## config.mk

```make
export PLATFORM = sky130hd
export DESIGN_NAME = lsu
export DESIGN_NICKNAME = d
export VERILOG_FILES = /design/src/rtl/lsu_pkg.sv /design/src/rtl/lsu_align.sv /design/src/rtl/lsu.sv
export SDC_FILE = /design/constraint.sdc
export NUM_CORES = 1
export LEC_CHECK = 0
export CORE_MARGIN = 2
export CORE_UTILIZATION = 40
export DETAILED_ROUTE_END_ITERATION = 10
export PLACE_DENSITY_LB_ADDON = 0.12
export SLEW_MARGIN = 15
export SYNTH_ARGS = -nofsm -noshare
export SYNTH_HDL_FRONTEND = slang
export SYNTH_SLANG_ARGS = --single-unit
```

## constraint.sdc

```tcl
create_clock -name clk -period 2.4 [get_ports clk]
set_input_delay 0.48 -clock clk [delete_from_list [all_inputs] [get_ports clk]]
set_output_delay 0.48 -clock clk [all_outputs]
set_load 0.01 [all_outputs]
```

## src/rtl/lsu_pkg.sv

```systemverilog
// Shared types and constants for the load/store unit.
package lsu_pkg;

  localparam int WORD_BYTES = 4;

  // Access size encodings as presented on req_size.
  localparam logic [1:0] SZ_BYTE    = 2'b00;
  localparam logic [1:0] SZ_HALF    = 2'b01;
  localparam logic [1:0] SZ_WORD    = 2'b10;
  localparam logic [1:0] SZ_ILLEGAL = 2'b11;

  typedef enum logic [1:0] {
    ST_IDLE   = 2'b00,
    ST_ACCESS = 2'b01,
    ST_DATA   = 2'b10,
    ST_RESP   = 2'b11
  } lsu_state_t;

  // True when the request can never reach the RAM: illegal size or an
  // address that is not naturally aligned for the requested size.
  function automatic logic req_is_bad(input logic [1:0] size, input logic [1:0] lo);
    logic bad;
    case (size)
      SZ_BYTE: bad = 1'b0;
      SZ_HALF: bad = lo[0];
      SZ_WORD: bad = |lo;
      default: bad = 1'b1;
    endcase
    return bad;
  endfunction

endpackage

```

## src/rtl/lsu_align.sv

```systemverilog
// Lane steering for the load/store unit: extracts and extends sub-word
// load data, and merges sub-word store data into the old RAM word.
// Purely combinational.
module lsu_align
  import lsu_pkg::*;
(
  input  logic [31:0] word_i,
  input  logic [31:0] wdata_i,
  input  logic [1:0]  lane_i,
  input  logic [1:0]  size_i,
  input  logic        unsigned_i,
  output logic [31:0] load_o,
  output logic [31:0] merge_o
);

  // Pick the addressed byte/half out of a little-endian word and extend it.
  function automatic logic [31:0] load_extract(input logic [31:0] word,
                                               input logic [1:0]  lo,
                                               input logic [1:0]  size,
                                               input logic        uns);
    logic [7:0]  b;
    logic [15:0] h;
    logic [31:0] r;
    case (lo)
      2'd0:    b = word[7:0];
      2'd1:    b = word[15:8];
      2'd2:    b = word[23:16];
      2'd3:    b = word[31:24];
      default: b = word[7:0];
    endcase
    if (lo[1]) begin
      h = word[31:16];
    end else begin
      h = word[15:0];
    end
    case (size)
      SZ_BYTE: r = {{24{~uns & b[7]}}, b};
      SZ_HALF: r = {{16{~uns & h[15]}}, h};
      SZ_WORD: r = word;
      default: r = 32'h0000_0000;
    endcase
    return r;
  endfunction

  // Replace the addressed lane(s) of the old word with right-aligned store data.
  function automatic logic [31:0] store_merge(input logic [31:0] old,
                                              input logic [31:0] wdata,
                                              input logic [1:0]  lo,
                                              input logic [1:0]  size);
    logic [31:0] r;
    r = old;
    case (size)
      SZ_BYTE: begin
        case (lo)
          2'd0:    r[7:0]   = wdata[7:0];
          2'd1:    r[15:8]  = wdata[7:0];
          2'd2:    r[23:16] = wdata[7:0];
          2'd3:    r[31:24] = wdata[7:0];
          default: r        = old;
        endcase
      end
      SZ_HALF: begin
        if (lo[1]) begin
          r[31:16] = wdata[15:0];
        end else begin
          r[15:0] = wdata[15:0];
        end
      end
      SZ_WORD: r = wdata;
      default: r = old;
    endcase
    return r;
  endfunction

  // Both results are always computed; the FSM chooses which one it uses.
  always_comb begin
    load_o  = load_extract(word_i, lane_i, size_i, unsigned_i);
    merge_o = store_merge(word_i, wdata_i, lane_i, size_i);
  end

endmodule

```

## src/rtl/lsu.sv

```systemverilog
// Load/store unit: one byte/half/word access at a time against a
// single-port word RAM with one-cycle read latency. Sub-word stores are
// done as read-modify-write of the containing word.
module lsu
  import lsu_pkg::*;
#(
  parameter int ADDR_WIDTH = 12,
  parameter int DATA_WIDTH = 32
) (
  input  logic                  clk,
  input  logic                  rst_n,
  input  logic                  req_valid,
  output logic                  req_ready,
  input  logic                  req_wen,
  input  logic [1:0]            req_size,
  input  logic                  req_unsigned,
  input  logic [ADDR_WIDTH-1:0] req_addr,
  input  logic [DATA_WIDTH-1:0] req_wdata,
  output logic                  resp_valid,
  output logic                  resp_err,
  output logic [DATA_WIDTH-1:0] resp_rdata,
  output logic [ADDR_WIDTH-1:0] ram_addr,
  output logic [DATA_WIDTH-1:0] ram_in,
  output logic                  ram_wen,
  input  logic [DATA_WIDTH-1:0] ram_out
);

  lsu_state_t            state_q, state_d;
  logic [ADDR_WIDTH-1:0] addr_q, addr_d;
  logic [1:0]            size_q, size_d;
  logic                  wen_q, wen_d;
  logic                  uns_q, uns_d;
  logic [DATA_WIDTH-1:0] wdata_q, wdata_d;
  logic [DATA_WIDTH-1:0] rdata_q, rdata_d;
  logic                  err_q, err_d;

  logic [DATA_WIDTH-1:0] align_load;
  logic [DATA_WIDTH-1:0] align_merge;

  // Lane logic always looks at the RAM read port and the latched request.
  lsu_align u_align (
    .word_i     (ram_out),
    .wdata_i    (wdata_q),
    .lane_i     (addr_q[1:0]),
    .size_i     (size_q),
    .unsigned_i (uns_q),
    .load_o     (align_load),
    .merge_o    (align_merge)
  );

  // Next-state, request latching, response capture and RAM write decode.
  always_comb begin
    state_d = state_q;
    addr_d  = addr_q;
    size_d  = size_q;
    wen_d   = wen_q;
    uns_d   = uns_q;
    wdata_d = wdata_q;
    rdata_d = rdata_q;
    err_d   = err_q;
    ram_wen = 1'b0;
    ram_in  = {DATA_WIDTH{1'b0}};
    case (state_q)
      ST_IDLE: begin
        if (req_valid) begin
          addr_d  = req_addr;
          size_d  = req_size;
          wen_d   = req_wen;
          uns_d   = req_unsigned;
          wdata_d = req_wdata;
          if (req_is_bad(req_size, req_addr[1:0])) begin
            // Rejected without touching the RAM.
            state_d = ST_RESP;
            err_d   = 1'b1;
            rdata_d = {DATA_WIDTH{1'b0}};
          end else begin
            state_d = ST_ACCESS;
          end
        end else begin
          state_d = ST_IDLE;
        end
      end
      ST_ACCESS: begin
        if (wen_q && (size_q == SZ_WORD)) begin
          // Full-word store needs no read of the old word.
          ram_wen = 1'b1;
          ram_in  = wdata_q;
          state_d = ST_RESP;
          err_d   = 1'b0;
          rdata_d = {DATA_WIDTH{1'b0}};
        end else begin
          // Address is presented now; read data arrives in DATA.
          state_d = ST_DATA;
        end
      end
      ST_DATA: begin
        state_d = ST_RESP;
        err_d   = 1'b0;
        if (wen_q) begin
          ram_wen = 1'b1;
          ram_in  = align_merge;
          rdata_d = {DATA_WIDTH{1'b0}};
        end else begin
          rdata_d = align_load;
        end
      end
      ST_RESP: begin
        state_d = ST_IDLE;
      end
      default: begin
        state_d = ST_IDLE;
      end
    endcase
  end

  // State and request/response registers; reset aborts any access in flight.
  always_ff @(posedge clk or negedge rst_n) begin
    if (!rst_n) begin
      state_q <= ST_IDLE;
      addr_q  <= {ADDR_WIDTH{1'b0}};
      size_q  <= SZ_BYTE;
      wen_q   <= 1'b0;
      uns_q   <= 1'b0;
      wdata_q <= {DATA_WIDTH{1'b0}};
      rdata_q <= {DATA_WIDTH{1'b0}};
      err_q   <= 1'b0;
    end else begin
      state_q <= state_d;
      addr_q  <= addr_d;
      size_q  <= size_d;
      wen_q   <= wen_d;
      uns_q   <= uns_d;
      wdata_q <= wdata_d;
      rdata_q <= rdata_d;
      err_q   <= err_d;
    end
  end

  // Handshake and response outputs are direct decodes of registered state.
  always_comb begin
    req_ready  = (state_q == ST_IDLE);
    resp_valid = (state_q == ST_RESP);
    resp_rdata = rdata_q;
    resp_err   = err_q;
    ram_addr   = addr_q;
  end

endmodule

```

# After elaboration in Yosys (flattened, before gate mapping)
# Index checks and enable logic that the tools add are counted.
# word_totals
regBits,83
# op_classes
eq_ne,13
n_mux,32
n_bitwise,3
n_reduce_logical,9
# op_table
op,count
one-hot mux 32 bit (3 select lines),3
2-to-1 mux 32 bit,6
one-hot mux 32 bit (2 select lines),1
2-to-1 mux 16 bit,3
2-to-1 mux 8 bit,4
one-hot mux 8 bit (4 select lines),1
"equality test 2 bit, second input constant",6
"equality test 2 x 1 -> 1 bit, second input constant",4
zero test 2 bit,4
2-to-1 mux 1 bit,8
one-hot mux 2 bit (4 select lines),1
one-hot mux 1 bit (3 select lines),2
2-to-1 mux 2 bit,2
"!= test 2 bit, second input constant",2
AND reduction 4 bit,1
nonzero test 3 bit,1
AND 1 bit,2
"!= test 2 x 1 -> 1 bit, second input constant",1
one-hot mux 1 bit (2 select lines),1
AND reduction 2 bit,1
OR reduction 2 bit,1
logical AND 1 bit,1
NOT 1 bit,1

# Longest topological paths before layout
# logic_depth
word_depth,7
ltp_mapped,7
ltp_nobuf,6

# Cells and area by module
# Synthesis repeated with hierarchy kept, for this count alone.
# unflattened
cells_unflattened,583
hier_area_um2,5708.0
# by_module_without_submodules
mod,instances,cells_per_inst,area_per_inst_um2,seq_area_each_um2
lsu,1,317,3913.8,2077.0
lsu_align,1,266,1794.2,0.0

# Worst setup path before layout
# OpenSTA, ideal clock, no wires.
# synth_path
path_type,register to output
startpoint,"register addr_q[0], in the netlist ram_addr[0]"
endpoint,output ram_in[0]
arrival_time_ps,1833
t_required_ps,1920
path_slack_ps,87
path_stages_with_launch,8
path_cell_list,dfrtp_1 -> buf_2 -> nand2b_1 -> buf_2 -> a21oi_1 -> a21oi_1 -> nor2_1 -> a22o_1
# synth_via
elab_chain_len,5
# synth_lines
item,line,text
from (decl),lsu.sv:29,"logic [ADDR_WIDTH-1:0] addr_q, addr_d;"
from (signal assigned),lsu.sv:120,addr_q <= {ADDR_WIDTH{1'b0}};
from (signal assigned),lsu.sv:129,addr_q <= addr_d;
zero test 2 bit,lsu_align.sv:54,case (lo)
2-to-1 mux 8 bit,lsu_align.sv:54,
one-hot mux 32 bit (3 select lines),lsu_align.sv:52,case (size)
2-to-1 mux 32 bit,lsu.sv:99,if (wen_q) begin
one-hot mux 32 bit (2 select lines),lsu.sv:63,case (state_q)
to (decl),lsu.sv:23,"output logic [DATA_WIDTH-1:0] ram_in,"
# Every way passes these cells.

# Worst setup path after layout
# layout_path
startpoint,register state_q[1]
endpoint,output ram_in[23]
# layout_via
elab_chain_len,2
elab_cells_between_ends,3
cone_classes,eq/ne (2); mux (1)
# layout_lines
item,line,text
from (decl),lsu.sv:28,"lsu_state_t state_q, state_d;"
from (signal assigned),lsu.sv:128,state_q <= state_d;
equality test 2 bit or equality test 2 x 1 -> 1 bit (tied branches),lsu.sv:63,
one-hot mux 32 bit (2 select lines) *,lsu.sv:63,
# Every way passes the cells marked *; elsewhere a longest branch is shown, timed or not.

==> flow_metrics.env <==
export IMPL_grt_max_degree=49
export IMPL_netlist_area_mm2=0.00486
export IMPL_layout_min_cycle_time_ns=2.56
export IMPL_leakage_uw=0.00337
export IMPL_seqCellArea_mm2=0.00208
export IMPL_place_area_mm2=0.00709
export IMPL_combPwrFrac=0.575
export IMPL_drv_cap=0
export IMPL_min_delay_path_class="in2async"
export IMPL_hold_viol_final=0
export IMPL_syn_num_nets=609
export IMPL_timing_hold_ws_ns=0.123
export IMPL_drt_wl_total_um=17600
export IMPL_drv_slew=0
export IMPL_cts_tree="done"
export IMPL_cts_sinks=83
export IMPL_peakVddDrop_uv=635
export IMPL_ys_ff_latch=83
export IMPL_pwr_share_seq=0.264
export IMPL_firstDrtPassIters=5
export IMPL_avgSynthCellArea_um2=9.31
export IMPL_synth_area_leader_cell="dfrtp_1"
export IMPL_vias_per_cell=5.62
export IMPL_num_nets_final=828
export IMPL_grt_pass1_vias=4802
export IMPL_setup_violations_final=31
export IMPL_die_area_mm2=0.0130
export IMPL_yosys_most_used_dff="dfrtp_1"
export IMPL_hold_buffers=0
export IMPL_final_setup_worst_slack_ns=-0.159
export IMPL_required_ns=1.92
export IMPL_numPortBuffers=162
export IMPL_power_switching_uw=4020
export IMPL_power_density_mw_per_mm2=1280
export IMPL_initial_utilization=0.408
export IMPL_dpl_hpwl_um=12900
export IMPL_fin_crit_sh=1.07
export IMPL_diodes=0
export IMPL_synthArstFlopShare=1.00
export IMPL_synthCells=522
export IMPL_die_h_um=114
export IMPL_violations="setup timing"
export IMPL_grt_first_pass_wirelength_um=26800
export IMPL_grt_use_total=0.268
export IMPL_die_w_um=114
export IMPL_cp_start_kind="register"
export IMPL_place_congestion=0.893
export IMPL_path_max_fanout=8
export IMPL_post_drt_wl_per_cell_um=19.7
export IMPL_synth_area_leaders="dfrtp_1 43%, mux2_2 13%, nand2_1 5.5%, a21oi_1 4.8%, a22oi_1 4.8%"
export IMPL_stdcell_area_mm2=0.00771
export IMPL_yosysWarnings=0
export IMPL_rsz0062_at_grt="yes"
export IMPL_seq_area_frac_synth=0.428
export IMPL_yosys_top_cells_count="83 x dfrtp_1, 71 x nand2_1, 56 x mux2_2, 47 x a21oi_1, 38 x o21ai_0"
export IMPL_core_mm2=0.0119
export IMPL_clockPowerShare=0.161
export IMPL_slowest_stage="dfrtp_1"
export IMPL_synth_edf_count=0
export IMPL_std_cell_rows=40
export IMPL_crit_path_end_kind="primary output"
export IMPL_cp_arrival_ns=2.08
export IMPL_route_vias_total=5020
export IMPL_drive_above_1_share=0.334
export IMPL_clkTransAtPathRegs_ns=0.06
export IMPL_drc=0
export IMPL_tightest_slew_ns=0.584
export IMPL_clock_latency_ns=0.35
export IMPL_multiInputGateArea_mm2=0.00284
export IMPL_max_stage_delay_ns=0.38
export IMPL_swShare=0.406
export IMPL_cts_max_level=3
export IMPL_io_pins=163
export IMPL_status="finished with violations"
export IMPL_syn_to_final_growth_pct=58.8
export IMPL_cts_buffer_depth=2
export IMPL_cts_buffers=9
export IMPL_maxClockFrequency_mhz=391
export IMPL_antenna_left=0
export IMPL_worstPathCellList="inv_2, ha_4, buf_6, nand2_8, nor3b_2, buf_4, buf_12, nand2_2, o21ai_2, buf_2"
export IMPL_fin_util=0.648
export IMPL_path_delay_family="buffers and inverters"
export IMPL_fillers=1030
export IMPL_antenna_found_initial=0
export IMPL_yosys_area_top_type_share=0.428
export IMPL_clock_skew_ns=0.00626
export IMPL_p_int_uw=5890
export IMPL_path_class="reg2out"
export IMPL_max_slew_margin=0.611
export IMPL_synth_most_common_cell="dfrtp_1"
export IMPL_cts_root_buffer="clkbuf_16"
export IMPL_grt_overflow_total=0
export IMPL_first_iter_violations=366
export IMPL_synth_cell_type_count=35
export IMPL_path_buf_inv=5
what timing repair did:
item / 4_1_cts / 5_1_grt
setup buffers: 8 / 5
gates cloned: 0 / 1
endpoints found under the setup margin: 33 / 32
gates resized for setup: 201 / 32
pin swaps: 14 / 15
cell type report:
| type | instances | share of cell area |
|---|---|---|
| clock buffer | 11 | 0.0315 |
| clock inverter | 5 | 0.0130 |
| inverter | 6 | 0.00292 |
| multi-input combinational | 393 | 0.368 |
| sequential | 83 | 0.269 |
| tap | 147 | 0.0238 |
| timing repair buffer | 248 | 0.291 |
power by group through the flow:
stage	Combinational (µW)	Sequential, µW	Clock (µW)
2_1_floorplan	2880	2460	0
3_3_place_gp	5020	2540	0
3_5_place_dp	5120	2560	0
4_1_cts	5440	2570	1620
5_1_grt	6110	2660	1680
6_report	5690	2620	1600
layout by cell type, fill, tap and decap left out, types with 2 or more instances in the layout:
cell type,n
nor2_1,25
a221o_1,6
buf_2,31
a22oi_1,21
o21ai_0,18
buf_12,6
clkbuf_16,10
mux2_2,56
and2_1,7
ha_4,3
bufinv_16,3
nand2_4,4
nand2_1,60
clkdlybuf4s50_1,124
o22a_1,3
mux2i_1,12
clkinv_2,2
nand2_2,6
a2bb2oi_1,5
inv_1,3
a21oi_2,3
o21ai_1,34
a22o_1,12
a21oi_1,44
nor2b_1,14
inv_2,3
buf_4,72
a22oi_2,10
nor2_2,2
o21ai_2,16
a221oi_1,8
dfrtp_1,82
a31oi_1,6
dlymetal6s2s_1,4
buf_6,8
nor2_4,2
metal layers:
| layer | routed length (µm) | vias to the layer above | track usage |
|---|---|---|---|
| li1 | - | 2341 | - |
| met5 | 0 | - | 0 |
| met3 | 1050 | 28 | 0.0593 |
| met2 | 8210 | 193 | 0.427 |
| met4 | 412 | 0 | 0.0683 |
| met1 | 7910 | 2458 | 0.372 |
kinds of logic after synthesis:
logic type,after synthesis,synth area share
buffers and inverters,46,0.0427
and+or+nand+nor,131,0.118
DFF,83,0.428
AOI/OAI and AO/OA,190,0.247
muxes,68,0.155
adders and majority gates,4,0.0103
worst paths after layout:
kind                                              end                  startpoint  cells past startpoint  slack (ns)
hold / removal                   resp_err$_DFFE_PN0P_                       rst_n                      1        0.12
min in group clk           resp_rdata[23]$_DFFE_PN0P_  resp_rdata[23]$_DFFE_PN0P_                      2        0.48
setup reg to reg           resp_rdata[20]$_DFFE_PN0P_       size_q[1]$_DFFE_PN0P_                      7        0.22
setup / recovery                           ram_in[23]        state_q[1]$_DFF_PN0_                     10       -0.16
max in group asynchronous     wdata_q[22]$_DFFE_PN0P_                       rst_n                      2        1.65
hold reg to reg            resp_rdata[23]$_DFFE_PN0P_  resp_rdata[23]$_DFFE_PN0P_                      2        0.48
state kept, by name, indices dropped and copies added (netlist names):
| signal | cells |
|---|---|
| resp_rdata | 32 |
| resp_err | 1 |
| wdata_q | 32 |
| state_q | 2 |
| size_q | 2 |
| ram_addr | 12 |
| wen_q | 1 |
| uns_q | 1 |
worst register-to-register path, delay by kind of cell (launching register included):
family	cells	cell delay (ns)
simple gates	3	0.83
buf+inv	2	0.33
compound gates	2	0.51
flops	1	0.42
through the flow:
step                total power [µW]  TNS, ns  std cells  setup WS [ns]
floorplan                       5340        0        522         0.0875
global placement                7560   -12.38        866         -0.327
detailed placement              7690   -13.62        866         -0.337
CTS                             9620   -0.789        888        -0.0646
global route                   10500    -4.03        893         -0.217
finish                          9900    -1.90        893         -0.159
No activity file was read; power rests on OpenSTA's default activity.
